## src/rtl/axi_frame_wr_master_pkg.sv

```systemverilog
// Shared AXI encodings, write-master FSM state type and a log2 helper used to
// derive the transfer size from the data width.
package axi_frame_wr_master_pkg;

    localparam logic [1:0] AXI_BURST_INCR  = 2'b01;
    localparam logic [1:0] AXI_LOCK_NORMAL = 2'b00;
    localparam logic [1:0] AXI_RESP_OKAY   = 2'b00;
    localparam logic       ATYPE_WR        = 1'b1;
    localparam logic       ATYPE_RD        = 1'b0;

    typedef enum logic [1:0] {
        ST_IDLE = 2'd0,
        ST_ADDR = 2'd1,
        ST_DATA = 2'd2,
        ST_RESP = 2'd3
    } wr_state_e;

    // Smallest r with (1 << r) >= v; exact for the power-of-two byte widths used here.
    function automatic int axi_log2(input int v);
        int r;
        r = 0;
        for (int i = 0; i < 30; i++) begin
            if ((1 << i) < v) r = i + 1;
        end
        return r;
    endfunction

endpackage

```

## src/rtl/axi_frame_wr_master_if.sv

```systemverilog
// Shared-address-channel AXI write bus: address, write data and write response
// channels between the frame write master and the DDR controller port.
interface axi_frame_wr_master_if #(
    parameter int DATA_W = 256
);

    logic [7:0]          aid;
    logic [31:0]         aaddr;
    logic [7:0]          alen;
    logic [2:0]          asize;
    logic [1:0]          aburst;
    logic [1:0]          alock;
    logic                avalid;
    logic                aready;
    logic                atype;
    logic [7:0]          wid;
    logic [DATA_W-1:0]   wdata;
    logic [DATA_W/8-1:0] wstrb;
    logic                wlast;
    logic                wvalid;
    logic                wready;
    logic [7:0]          bid;
    logic [1:0]          bresp;
    logic                bvalid;
    logic                bready;

    // Every channel transfers on a cycle where valid and ready are both high; a
    // raised valid holds, with its payload stable, until that transfer happens.
    modport master (
        output aid, aaddr, alen, asize, aburst, alock, avalid, atype,
        output wid, wdata, wstrb, wlast, wvalid, bready,
        input  aready, wready, bid, bresp, bvalid
    );

    modport slave (
        input  aid, aaddr, alen, asize, aburst, alock, avalid, atype,
        input  wid, wdata, wstrb, wlast, wvalid, bready,
        output aready, wready, bid, bresp, bvalid
    );

endinterface

```

## src/rtl/axi_frame_wr_master_addr_gen.sv

```systemverilog
// Burst address and remaining-count tracker: load on start, step by one burst
// per completed response; last flags the final burst of the run.
module axi_frame_wr_master_addr_gen
    import axi_frame_wr_master_pkg::*;
#(
    parameter logic [31:0] STEP_BYTES = 32'd128
) (
    input  logic        axi_clk,
    input  logic        rstn,
    input  logic        load,
    input  logic        step,
    input  logic [31:0] load_addr,
    input  logic [15:0] load_count,
    output logic [31:0] cur_addr,
    output logic        last
);

    logic [31:0] cur_addr_q, cur_addr_d;
    logic [15:0] remaining_q, remaining_d;

    always_comb begin
        cur_addr_d  = cur_addr_q;
        remaining_d = remaining_q;
        if (load) begin
            cur_addr_d  = load_addr;
            remaining_d = load_count;
        end else if (step) begin
            // 32-bit wrap on overflow is intentional.
            cur_addr_d  = cur_addr_q + STEP_BYTES;
            remaining_d = remaining_q - 16'd1;
        end
    end

    always_ff @(posedge axi_clk) begin
        if (!rstn) begin
            cur_addr_q  <= 32'd0;
            remaining_q <= 16'd0;
        end else begin
            cur_addr_q  <= cur_addr_d;
            remaining_q <= remaining_d;
        end
    end

    assign cur_addr = cur_addr_q;
    assign last     = (remaining_q == 16'd1);

endmodule

```

## src/rtl/axi_frame_wr_master.sv

```systemverilog
// Drains an FWFT pixel FIFO into DDR as num_bursts fixed-length INCR bursts,
// one outstanding transaction at a time, with sticky error on bad responses.
module axi_frame_wr_master
    import axi_frame_wr_master_pkg::*;
#(
    parameter int         DATA_W = 256,
    parameter logic [7:0] ALEN   = 8'hFF,
    parameter logic [7:0] AXI_ID = 8'h00
) (
    input  logic                 axi_clk,
    input  logic                 rstn,
    input  logic                 start,
    input  logic [31:0]          base_addr,
    input  logic [15:0]          num_bursts,
    output logic                 busy,
    output logic                 done,
    output logic                 err,
    input  logic [DATA_W-1:0]    fifo_rdata,
    input  logic                 fifo_empty,
    output logic                 fifo_re,
    output wr_state_e            dbg_state,
    axi_frame_wr_master_if.master axi
);

    localparam int          ASIZE       = axi_log2(DATA_W / 8);
    localparam logic [31:0] BURST_BYTES = ({24'd0, ALEN} + 32'd1) << ASIZE;

    wr_state_e   state_q, state_d;
    logic        avalid_q, avalid_d;
    logic        bready_q, bready_d;
    logic        busy_q, busy_d;
    logic        done_q, done_d;
    logic        err_q, err_d;
    logic [7:0]  beat_q, beat_d;
    logic        ag_load, ag_step, ag_last;
    logic [31:0] cur_addr;
    logic        wvalid_c, w_fire;
    logic        unused_bid;

    axi_frame_wr_master_addr_gen #(
        .STEP_BYTES (BURST_BYTES)
    ) u_addr_gen (
        .axi_clk    (axi_clk),
        .rstn       (rstn),
        .load       (ag_load),
        .step       (ag_step),
        .load_addr  (base_addr),
        .load_count (num_bursts),
        .cur_addr   (cur_addr),
        .last       (ag_last)
    );

    // Gated by rstn so nothing is popped or presented while reset is held.
    assign wvalid_c = rstn & (state_q == ST_DATA) & ~fifo_empty;
    assign w_fire   = wvalid_c & axi.wready;

    always_comb begin
        state_d  = state_q;
        avalid_d = avalid_q;
        bready_d = bready_q;
        busy_d   = busy_q;
        done_d   = 1'b0;
        err_d    = err_q;
        beat_d   = beat_q;
        ag_load  = 1'b0;
        ag_step  = 1'b0;
        case (state_q)
            ST_IDLE: begin
                // A start landing on the done cycle is dropped.
                if (start && !done_q) begin
                    err_d = 1'b0;
                    if (num_bursts != 16'd0) begin
                        ag_load  = 1'b1;
                        busy_d   = 1'b1;
                        avalid_d = 1'b1;
                        state_d  = ST_ADDR;
                    end else begin
                        done_d = 1'b1;
                    end
                end
            end
            ST_ADDR: begin
                if (avalid_q && axi.aready) begin
                    avalid_d = 1'b0;
                    beat_d   = 8'd0;
                    state_d  = ST_DATA;
                end
            end
            ST_DATA: begin
                if (w_fire) begin
                    beat_d = beat_q + 8'd1;
                    if (beat_q == ALEN) begin
                        bready_d = 1'b1;
                        state_d  = ST_RESP;
                    end
                end
            end
            ST_RESP: begin
                if (bready_q && axi.bvalid) begin
                    bready_d = 1'b0;
                    if (axi.bresp != AXI_RESP_OKAY) err_d = 1'b1;
                    if (ag_last) begin
                        busy_d  = 1'b0;
                        done_d  = 1'b1;
                        state_d = ST_IDLE;
                    end else begin
                        ag_step  = 1'b1;
                        avalid_d = 1'b1;
                        state_d  = ST_ADDR;
                    end
                end
            end
            default: state_d = ST_IDLE;
        endcase
    end

    always_ff @(posedge axi_clk) begin
        if (!rstn) begin
            state_q  <= ST_IDLE;
            avalid_q <= 1'b0;
            bready_q <= 1'b0;
            busy_q   <= 1'b0;
            done_q   <= 1'b0;
            err_q    <= 1'b0;
            beat_q   <= 8'd0;
        end else begin
            state_q  <= state_d;
            avalid_q <= avalid_d;
            bready_q <= bready_d;
            busy_q   <= busy_d;
            done_q   <= done_d;
            err_q    <= err_d;
            beat_q   <= beat_d;
        end
    end

    assign busy      = busy_q;
    assign done      = done_q;
    assign err       = err_q;
    assign fifo_re   = w_fire;
    assign dbg_state = state_q;

    assign axi.aid    = AXI_ID;
    assign axi.aaddr  = cur_addr;
    assign axi.alen   = ALEN;
    assign axi.asize  = 3'(ASIZE);
    assign axi.aburst = AXI_BURST_INCR;
    assign axi.alock  = AXI_LOCK_NORMAL;
    assign axi.avalid = avalid_q;
    assign axi.atype  = ATYPE_WR;
    assign axi.wid    = AXI_ID;
    assign axi.wdata  = fifo_rdata;
    assign axi.wstrb  = '1;
    assign axi.wlast  = wvalid_c & (beat_q == ALEN);
    assign axi.wvalid = wvalid_c;
    assign axi.bready = bready_q;

    assign unused_bid = ^axi.bid;

endmodule

```

## src/flat_wrapper.sv

```systemverilog
// flat-port wrapper written by rule: the top's interface ports become plain ports
module axi_frame_wr_master_flat import axi_frame_wr_master_pkg::*;
#(
    parameter int         DATA_W = 256,
    parameter logic [7:0] ALEN   = 8'hFF,
    parameter logic [7:0] AXI_ID = 8'h00
)
  (axi_clk, rstn, start, base_addr, num_bursts, busy, done, err, fifo_rdata, fifo_empty, fifo_re, dbg_state, axi_aid, axi_aaddr, axi_alen, axi_asize, axi_aburst, axi_alock, axi_avalid, axi_atype, axi_wid, axi_wdata, axi_wstrb, axi_wlast, axi_wvalid, axi_bready, axi_aready, axi_wready, axi_bid, axi_bresp, axi_bvalid);
  axi_frame_wr_master_if #(.DATA_W(DATA_W)) axi_i ();
  input  logic axi_clk;
  input  logic rstn;
  input  logic start;
  input  logic [31:0] base_addr;
  input  logic [15:0] num_bursts;
  output logic busy;
  output logic done;
  output logic err;
  input  logic [DATA_W-1:0] fifo_rdata;
  input  logic fifo_empty;
  output logic fifo_re;
  output wr_state_e dbg_state;
  output wire logic [$bits(axi_i.aid)-1:0] axi_aid;
  output wire logic [$bits(axi_i.aaddr)-1:0] axi_aaddr;
  output wire logic [$bits(axi_i.alen)-1:0] axi_alen;
  output wire logic [$bits(axi_i.asize)-1:0] axi_asize;
  output wire logic [$bits(axi_i.aburst)-1:0] axi_aburst;
  output wire logic [$bits(axi_i.alock)-1:0] axi_alock;
  output wire logic [$bits(axi_i.avalid)-1:0] axi_avalid;
  output wire logic [$bits(axi_i.atype)-1:0] axi_atype;
  output wire logic [$bits(axi_i.wid)-1:0] axi_wid;
  output wire logic [$bits(axi_i.wdata)-1:0] axi_wdata;
  output wire logic [$bits(axi_i.wstrb)-1:0] axi_wstrb;
  output wire logic [$bits(axi_i.wlast)-1:0] axi_wlast;
  output wire logic [$bits(axi_i.wvalid)-1:0] axi_wvalid;
  output wire logic [$bits(axi_i.bready)-1:0] axi_bready;
  input wire logic [$bits(axi_i.aready)-1:0] axi_aready;
  input wire logic [$bits(axi_i.wready)-1:0] axi_wready;
  input wire logic [$bits(axi_i.bid)-1:0] axi_bid;
  input wire logic [$bits(axi_i.bresp)-1:0] axi_bresp;
  input wire logic [$bits(axi_i.bvalid)-1:0] axi_bvalid;
  assign axi_aid = axi_i.aid;
  assign axi_aaddr = axi_i.aaddr;
  assign axi_alen = axi_i.alen;
  assign axi_asize = axi_i.asize;
  assign axi_aburst = axi_i.aburst;
  assign axi_alock = axi_i.alock;
  assign axi_avalid = axi_i.avalid;
  assign axi_atype = axi_i.atype;
  assign axi_wid = axi_i.wid;
  assign axi_wdata = axi_i.wdata;
  assign axi_wstrb = axi_i.wstrb;
  assign axi_wlast = axi_i.wlast;
  assign axi_wvalid = axi_i.wvalid;
  assign axi_bready = axi_i.bready;
  assign axi_i.aready = axi_aready;
  assign axi_i.wready = axi_wready;
  assign axi_i.bid = axi_bid;
  assign axi_i.bresp = axi_bresp;
  assign axi_i.bvalid = axi_bvalid;
  axi_frame_wr_master #(.DATA_W(DATA_W), .ALEN(ALEN), .AXI_ID(AXI_ID)) u_core (.axi_clk(axi_clk), .rstn(rstn), .start(start), .base_addr(base_addr), .num_bursts(num_bursts), .busy(busy), .done(done), .err(err), .fifo_rdata(fifo_rdata), .fifo_empty(fifo_empty), .fifo_re(fifo_re), .dbg_state(dbg_state), .axi(axi_i));
endmodule
```

## config.mk

```make
export PLATFORM = sky130hd
export DESIGN_NAME = axi_frame_wr_master_flat
export DESIGN_NICKNAME = d
export VERILOG_FILES = /design/src/rtl/axi_frame_wr_master_pkg.sv /design/src/rtl/axi_frame_wr_master_if.sv /design/src/rtl/axi_frame_wr_master_addr_gen.sv /design/src/rtl/axi_frame_wr_master.sv /design/src/flat_wrapper.sv
export SDC_FILE = /design/constraint.sdc
export NUM_CORES = 1
export LEC_CHECK = 0
export CORE_AREA = 2 2 262 264
export CTS_CLUSTER_DIAMETER = 100
export DETAILED_ROUTE_END_ITERATION = 12
export DIE_AREA = 0 0 264 266
export SLEW_MARGIN = 20
export SYNTH_ARGS = -nofsm -noshare
export SYNTH_HDL_FRONTEND = slang
export SYNTH_SLANG_ARGS = --single-unit
```

## constraint.sdc

```tcl
create_clock -name axi_clk -period 3.35 [get_ports axi_clk]
set_input_delay 0.335 -clock axi_clk [delete_from_list [all_inputs] [get_ports axi_clk]]
set_output_delay 0.335 -clock axi_clk [all_outputs]
set_load 0.005 [all_outputs]
```

==> results of run 1 <==
final timing paths:
kind / from / end / cells past startpoint
worst min register to register: u_core.u_addr_gen.cur_addr[1] / u_core.u_addr_gen.cur_addr[1] / 2
worst max register to register: u_core.dbg_state[0] / u_core.dbg_state[0] / 7
worst min-delay path: u_core.u_addr_gen.cur_addr[1] / u_core.u_addr_gen.cur_addr[1] / 2
worst max-delay path: u_core.dbg_state[0] / fifo_re / 5
power breakdown:
group / leakage [nW] / internal [mW] / switching (mW)
Sequential: 0.519 / 0.921 / 0.196
Clock: 0.140 / 0.596 / 0.385
Combinational: 1.18 / 0.585 / 0.705
final cells by class:
type                    instances  area, sq um  share of cell area [%]
clock inverters                 3         42.5                   0.706
inverters                      11         41.3                   0.685
multi-input cells             373         2230                    37.0
clock buffers                  13          250                    4.15
diodes                          4         10.0                   0.166
flip-flops and latches         63         1260                    20.9
repair buffers                110         1090                    18.1
well taps                     882         1100                    18.3
Yosys cell counts, types with 2 or more instances:
master,n
xnor2_1,30
nor3_1,12
conb_1,2
ha_1,10
nand2_1,42
nor4_4,2
xor2_1,6
nor4_1,7
nor2_1,16
or3_1,2
and2_1,4
or4_4,2
and3_1,3
nand2b_1,5
nand4_1,7
o21ai_0,42
nand3_1,12
and4_1,7
o211ai_1,4
a211oi_1,15
o31ai_1,2
a21boi_0,16
inv_1,11
mux2i_1,2
buf_4,320
or2_2,2
a2111oi_0,6
dfxtp_1,63
a21oi_1,32
a221oi_1,2
or4_1,3
clkbuf_1,22
sequential cells by signal, summed over array words and instances (netlist names):
| signal | count |
|---|---|
| u_core.beat_q | 8 |
| u_core.busy | 1 |
| u_core.axi.avalid | 1 |
| u_core.u_addr_gen.remaining_q | 16 |
| u_core.dbg_state | 2 |
| u_core.u_addr_gen.cur_addr | 32 |
| u_core.axi.bready | 1 |
| u_core.err | 1 |
| u_core.done | 1 |
worst max-delay path, cell delays in order, from the launching register on:
cell,delay [ns]
dfxtp_1,0.33
inv_1,0.17
ha_1,0.34
nand4b_1,0.34
inv_1,0.23
clkdlybuf4s50_1,0.54
layer usage:
layer	global-route usage (%)	up-vias
met5	0.277	-
met4	6.85	12
li1	-	1742
met1	5.64	1739
met2	9.42	334
met3	4.53	161
cells by family (layout without fill, tap and decap cells):
group	Yosys count	after routing	share of synthesized area (%)
mux	2	2	0.345
other cells	2	68	0.129
xor+xnor	36	36	5.44
simple gates	134	134	12.8
flops	63	63	21.7
buf+inv	356	137	43.9
compound gates	127	127	13.4
fa+ha+maj	10	10	2.16
per-stage QoR:
| stage | worst slack (ns) | hold WS [ns] |
|---|---|---|
| after detailed placement | 0.628 | 0.461 |
| after CTS | 0.615 | 0.471 |
| after floorplan | 1.21 | 0.460 |
| after global placement | 0.638 | 0.456 |
| after global routing | 0.397 | 0.493 |
| final | 0.697 | 0.468 |
==> flow_summary.ini, run 1 <==
[clock_network]
insertion_delay_ns = 0.36
cts_tree = done
ctsHoldBuffers = 0
cts_root_buf = clkbuf_16
cts_buffer_depth = 2
cts_max_level = 3
cts_buffers = 9
postCtsSetupBuffers = 0
cts.sinks = 63
clk_pin_slew_ns = 0.06
cts-resized-gates = 0

[synth]
syn_area_per_cell_sq_um = 7.94
synth_top_cell_area_share_pct = 41.4
syn_inst = 730
yosysWarnings = 0
synth_area_leaders = buf_4 (41%), dfxtp_1 (22%), xnor2_1 (4.5%)
seq_area_frac_synth_pct = 21.7
ys.flop_type = dfxtp_1
syn_area_sq_mm = 0.00580
ys_types = 51
synth_top_area_cell = buf_4
async_flop_share_pct = 0
synth-seq-cells = 63
synth_edf_count = 0

[detailed_routing]
post_drt_wl_per_cell_microns = 15.9
vias = 3988
route.detailed.drc = 0
met1Wirelength_microns = 7450
initialDrtViolationCount = 138
wl_microns = 23100
dr_wl_met3_microns = 3840
viasPerCell = 2.73
top_layer = met5
dr_wl_met2_microns = 9670
drtAntennaViolNets = 0
firstDrtPassIters = 4

[setup_path]
crit_arrival_ns = 2.32
start_kind = flip-flop
cp.required_ns = 3.01
r2r_slack_ns = 0.75
critical_path_peak_fanout = 8
cp-end-kind = output pin
critPathKind = flip-flop to output pin

[sta]
min_period_over_period_pct = 79.2
tightest_slew_ns = 0.779
skew_ns = 0.00869
grt_setup_unrepaired = no
finalHoldViolCount = 0
drv_slew = 0
setup_violations = 0
fin_setup_tns_ns = 0
fmax_mhz = 377
slew_headroom_pct = 48.1
finalCriticalPeriod_ns = 2.65

[finish]
synthToLayoutAreaGrowth_pct = 3.97
nets = 899
finalInstanceArea_sq_mm = 0.00603
fin_util_pct = 8.90
layout_commonest_cell = clkdlybuf4s50_1
drive_gt1_share_pct = 6.63
layout.cells.non_filler = 1459
final_cell_mix = clkdlybuf4s50_1 (97), conb_1 (64), dfxtp_1 (63), nand2_1 (42), o21ai_0 (42)
fillers = 7930

[global_route]
antenna_found_initial = 10
grtUsageTotal_pct = 6.46
grt_pass1_vias = 3937
grt_max_degree = 64
grt_pass1_wl_microns = 30600
grt_overflow = 0

[floorplan]
die_width_microns = 264
die-height_microns = 266
initial_core_util_pct = 8.56
ios = 683
fp.coreArea_sq_mm = 0.0677
std_cell_rows = 96
die_area_sq_mm = 0.0702

[power_and_ir_drop]
p_leak_nw = 1.84
power_mw = 3.39
p_per_area_mw_per_mm2 = 562
vdd_drop_max_v = 0.000209

[run_status]
outcome = finished, final reports clean

[place]
routabilityCongestion = 0.692
portBuffers = 98
dp_hpwl_microns = 18500
placed_cell_area_sq_mm = 0.00573
dp.cells = 1439

[flow_run]
max_cap_viol_count = 0

[min_path]
hp-class = flip-flop to flip-flop
Power figures use the tool's default switching activity.
==> run 2, diff against run 1 <==
Settings changed: CORE_AREA 2 2 262 264 to 2 2 263 265, DIE_AREA 0 0 264 266 to 0 0 265 267.
Clock period 3.35 ns to 2.75 ns, I/O delays scaled along.
==> run 2 against run 1 <==
  * Utilization is 0.26 points higher
  * Critical path type is now flip-flop to flip-flop
  * Final cell count is 1.0% higher
  * Routed wire length is 2.9% higher
  * Setup slack worse by 0.41 ns
  * Sequential cell count stayed put
  * Hold slack worse by 0.0074 ns
  * Total power is 28% higher
  * Via count is 0.98% higher
  * Global-route usage is 0.14 points higher
  * Register-to-register slack worse by 0.47 ns
  * Clock skew is 0.0051 ns higher
  * Sequential share of layout area is 0.66 points lower
==> flow_summary.ini, run 2 (same netlist as run 1, synthesis figures left out) <==
[run_status]
outcome = finished, final reports clean

[global_route]
grt_max_degree = 39
antenna_found_initial = 6
grt_pass1_vias = 3895
grt_overflow = 0
grt_pass1_wl_microns = 31200
grtUsageTotal_pct = 6.60

[setup_path]
slowest_delay_ns = 0.54
critical_path_peak_fanout = 5
crit_chain = ha_1 > or4b_1 > nor4_4 > nand2_1 > a2111oi_0 > and3b_1
rr_endpoint = u_core.dbg_state[0]
crit_family = simple AND/OR/NAND/NOR gates
cp-end-kind = flip-flop
reg2regPathDepth = 6
crit_arrival_ns = 2.72
reg2reg_from = u_core.u_addr_gen.remaining_q[0]
critPathKind = flip-flop to flip-flop
r2r_slack_ns = 0.28
cp_slowest_cell = or4b_1
start_kind = flip-flop
crit_buf_inv = 0
cp.required_ns = 3.01

[sta]
fmax_mhz = 406
slew_headroom_pct = 44.4
min_period_over_period_pct = 89.6
grt_setup_unrepaired = no
finalHoldViolCount = 0
setup_violations = 0
finalCriticalPeriod_ns = 2.47
tightest_slew_ns = 0.830
drv_slew = 0
skew_ns = 0.0138
fin_setup_tns_ns = 0

[min_path]
worstHoldStart = base_addr[0]
hp-class = input port to flip-flop
holdPathStages = 3
hold_end = u_core.u_addr_gen.cur_addr[0]

[power_and_ir_drop]
p_sw_share_pct = 37.8
internal_power_mw = 2.69
comb_power_share_pct = 38.1
vdd_drop_max_v = 0.000213
power_mw = 4.33
p_leak_nw = 1.97
p_switching_mw = 1.64
p_per_area_mw_per_mm2 = 696
p_seq_share_pct = 31.4
clockPowerShare_pct = 30.4

[clock_network]
cts_max_level = 3
postCtsSetupBuffers = 0
ctsHoldBuffers = 0
cts_buffers = 9
cts-resized-gates = 0
cts_root_buf = clkbuf_16
clk_pin_slew_ns = 0.07
cts_buffer_depth = 2
cts_tree = done
insertion_delay_ns = 0.37
cts.sinks = 63

[floorplan]
initial_core_util_pct = 8.53
die_area_sq_mm = 0.0708
ios = 683
die-height_microns = 267
fp.coreArea_sq_mm = 0.0680
die_width_microns = 265
std_cell_rows = 96

[finish]
layout_commonest_cell = clkdlybuf4s50_1
diodes = 0
largest_reg_flops = 32
synthToLayoutAreaGrowth_pct = 7.36
drive_gt1_share_pct = 10.1
nets = 919
final_cell_mix = clkdlybuf4s50_1 (97), conb_1 (64), dfxtp_1 (63), nand2_1 (42), o21ai_0 (42)

[place]
dp_hpwl_microns = 19000
routabilityCongestion = 0.691
portBuffers = 98

[detailed_routing]
post_drt_wl_per_cell_microns = 16.2
route.detailed.drc = 0
initialDrtViolationCount = 143
wl_microns = 23800
viasPerCell = 2.73
vias = 4027
drtAntennaViolNets = 0
firstDrtPassIters = 4

[flow_run]
max_cap_viol_count = 0
[run 2: cell count changes in the layout (fill, tap and decap cells not counted), sizes merged]
cell    change
buf        +20
diode       -4
clkinv      -1
[run 2: per-layer routing]
metal / GRT usage [%] / share of wire [%]
met1: 7.45 / 41
met2: 8.33 / 38
met3: 4.38 / 13
met4: 5.57 / 7.8
met5: 0.277 / 0.18
[run 2: worst register-to-register path, stage by stage, from the launching register on]
cell	delay, ns
dfxtp_1	0.40
ha_1	0.17
or4b_1	0.54
nor4_4	0.28
nand2_1	0.30
a2111oi_0	0.45
and3b_1	0.21
[run 2: cell type report]
type	count	area, sq um
flip-flops and latches	63	1260
repair buffers	130	1270
well taps	882	1100
fillers	7946	61800
clock inverters	2	37.5
inverters	11	41.3
clock buffers	13	280
multi-input cells	373	2240
[run 2: stage by stage]
| step | util, % | worst slack [ns] | std cells | hold WS [ns] | cell area [sq um] |
|---|---|---|---|---|---|
| 2_1_floorplan | - | 0.609 | 792 | 0.407 | 6030 |
| 3_3_place_gp | 8.69 | 0.208 | 1459 | 0.452 | 5910 |
| 3_5_place_dp | 8.69 | 0.185 | 1459 | 0.460 | 5910 |
| 4_1_cts | 9.16 | 0.229 | 1474 | 0.412 | 6230 |
| 5_1_grt | 9.16 | 0.107 | 1474 | 0.453 | 6230 |
| 6_report | 9.16 | 0.285 | 1474 | 0.461 | 6230 |
[run 2: how the worst max path moves through the flow]
stage	start	to	slack (ns)	depth (start not counted)
after floorplan	u_core.u_addr_gen.remaining_q[0]	u_core.dbg_state[0]	0.61	6
after global placement	num_bursts[1]	u_core.u_addr_gen.cur_addr[4]	0.21	8
after detailed placement	num_bursts[1]	u_core.u_addr_gen.cur_addr[7]	0.18	8
after CTS	u_core.dbg_state[0]	u_core.u_addr_gen.cur_addr[4]	0.23	8
after global routing	u_core.u_addr_gen.remaining_q[0]	u_core.dbg_state[0]	0.11	6
final	u_core.u_addr_gen.remaining_q[0]	u_core.dbg_state[0]	0.28	6
[run 2: power groups by stage]
stage,combinational (mW),sequential [mW],clock (mW)
2_1_floorplan,1.20,1.33,0
3_3_place_gp,1.67,1.37,0
3_5_place_dp,1.68,1.38,0
4_1_cts,1.69,1.36,1.43
5_1_grt,1.84,1.40,1.45
6_report,1.65,1.36,1.32
==> run 3, diff against run 2 <==
Settings changed: SKIP_CTS_REPAIR_TIMING set to 1.
==> results of run 3 <==
Same layout as run 2: the final DEF is identical, and so are final timing and power.
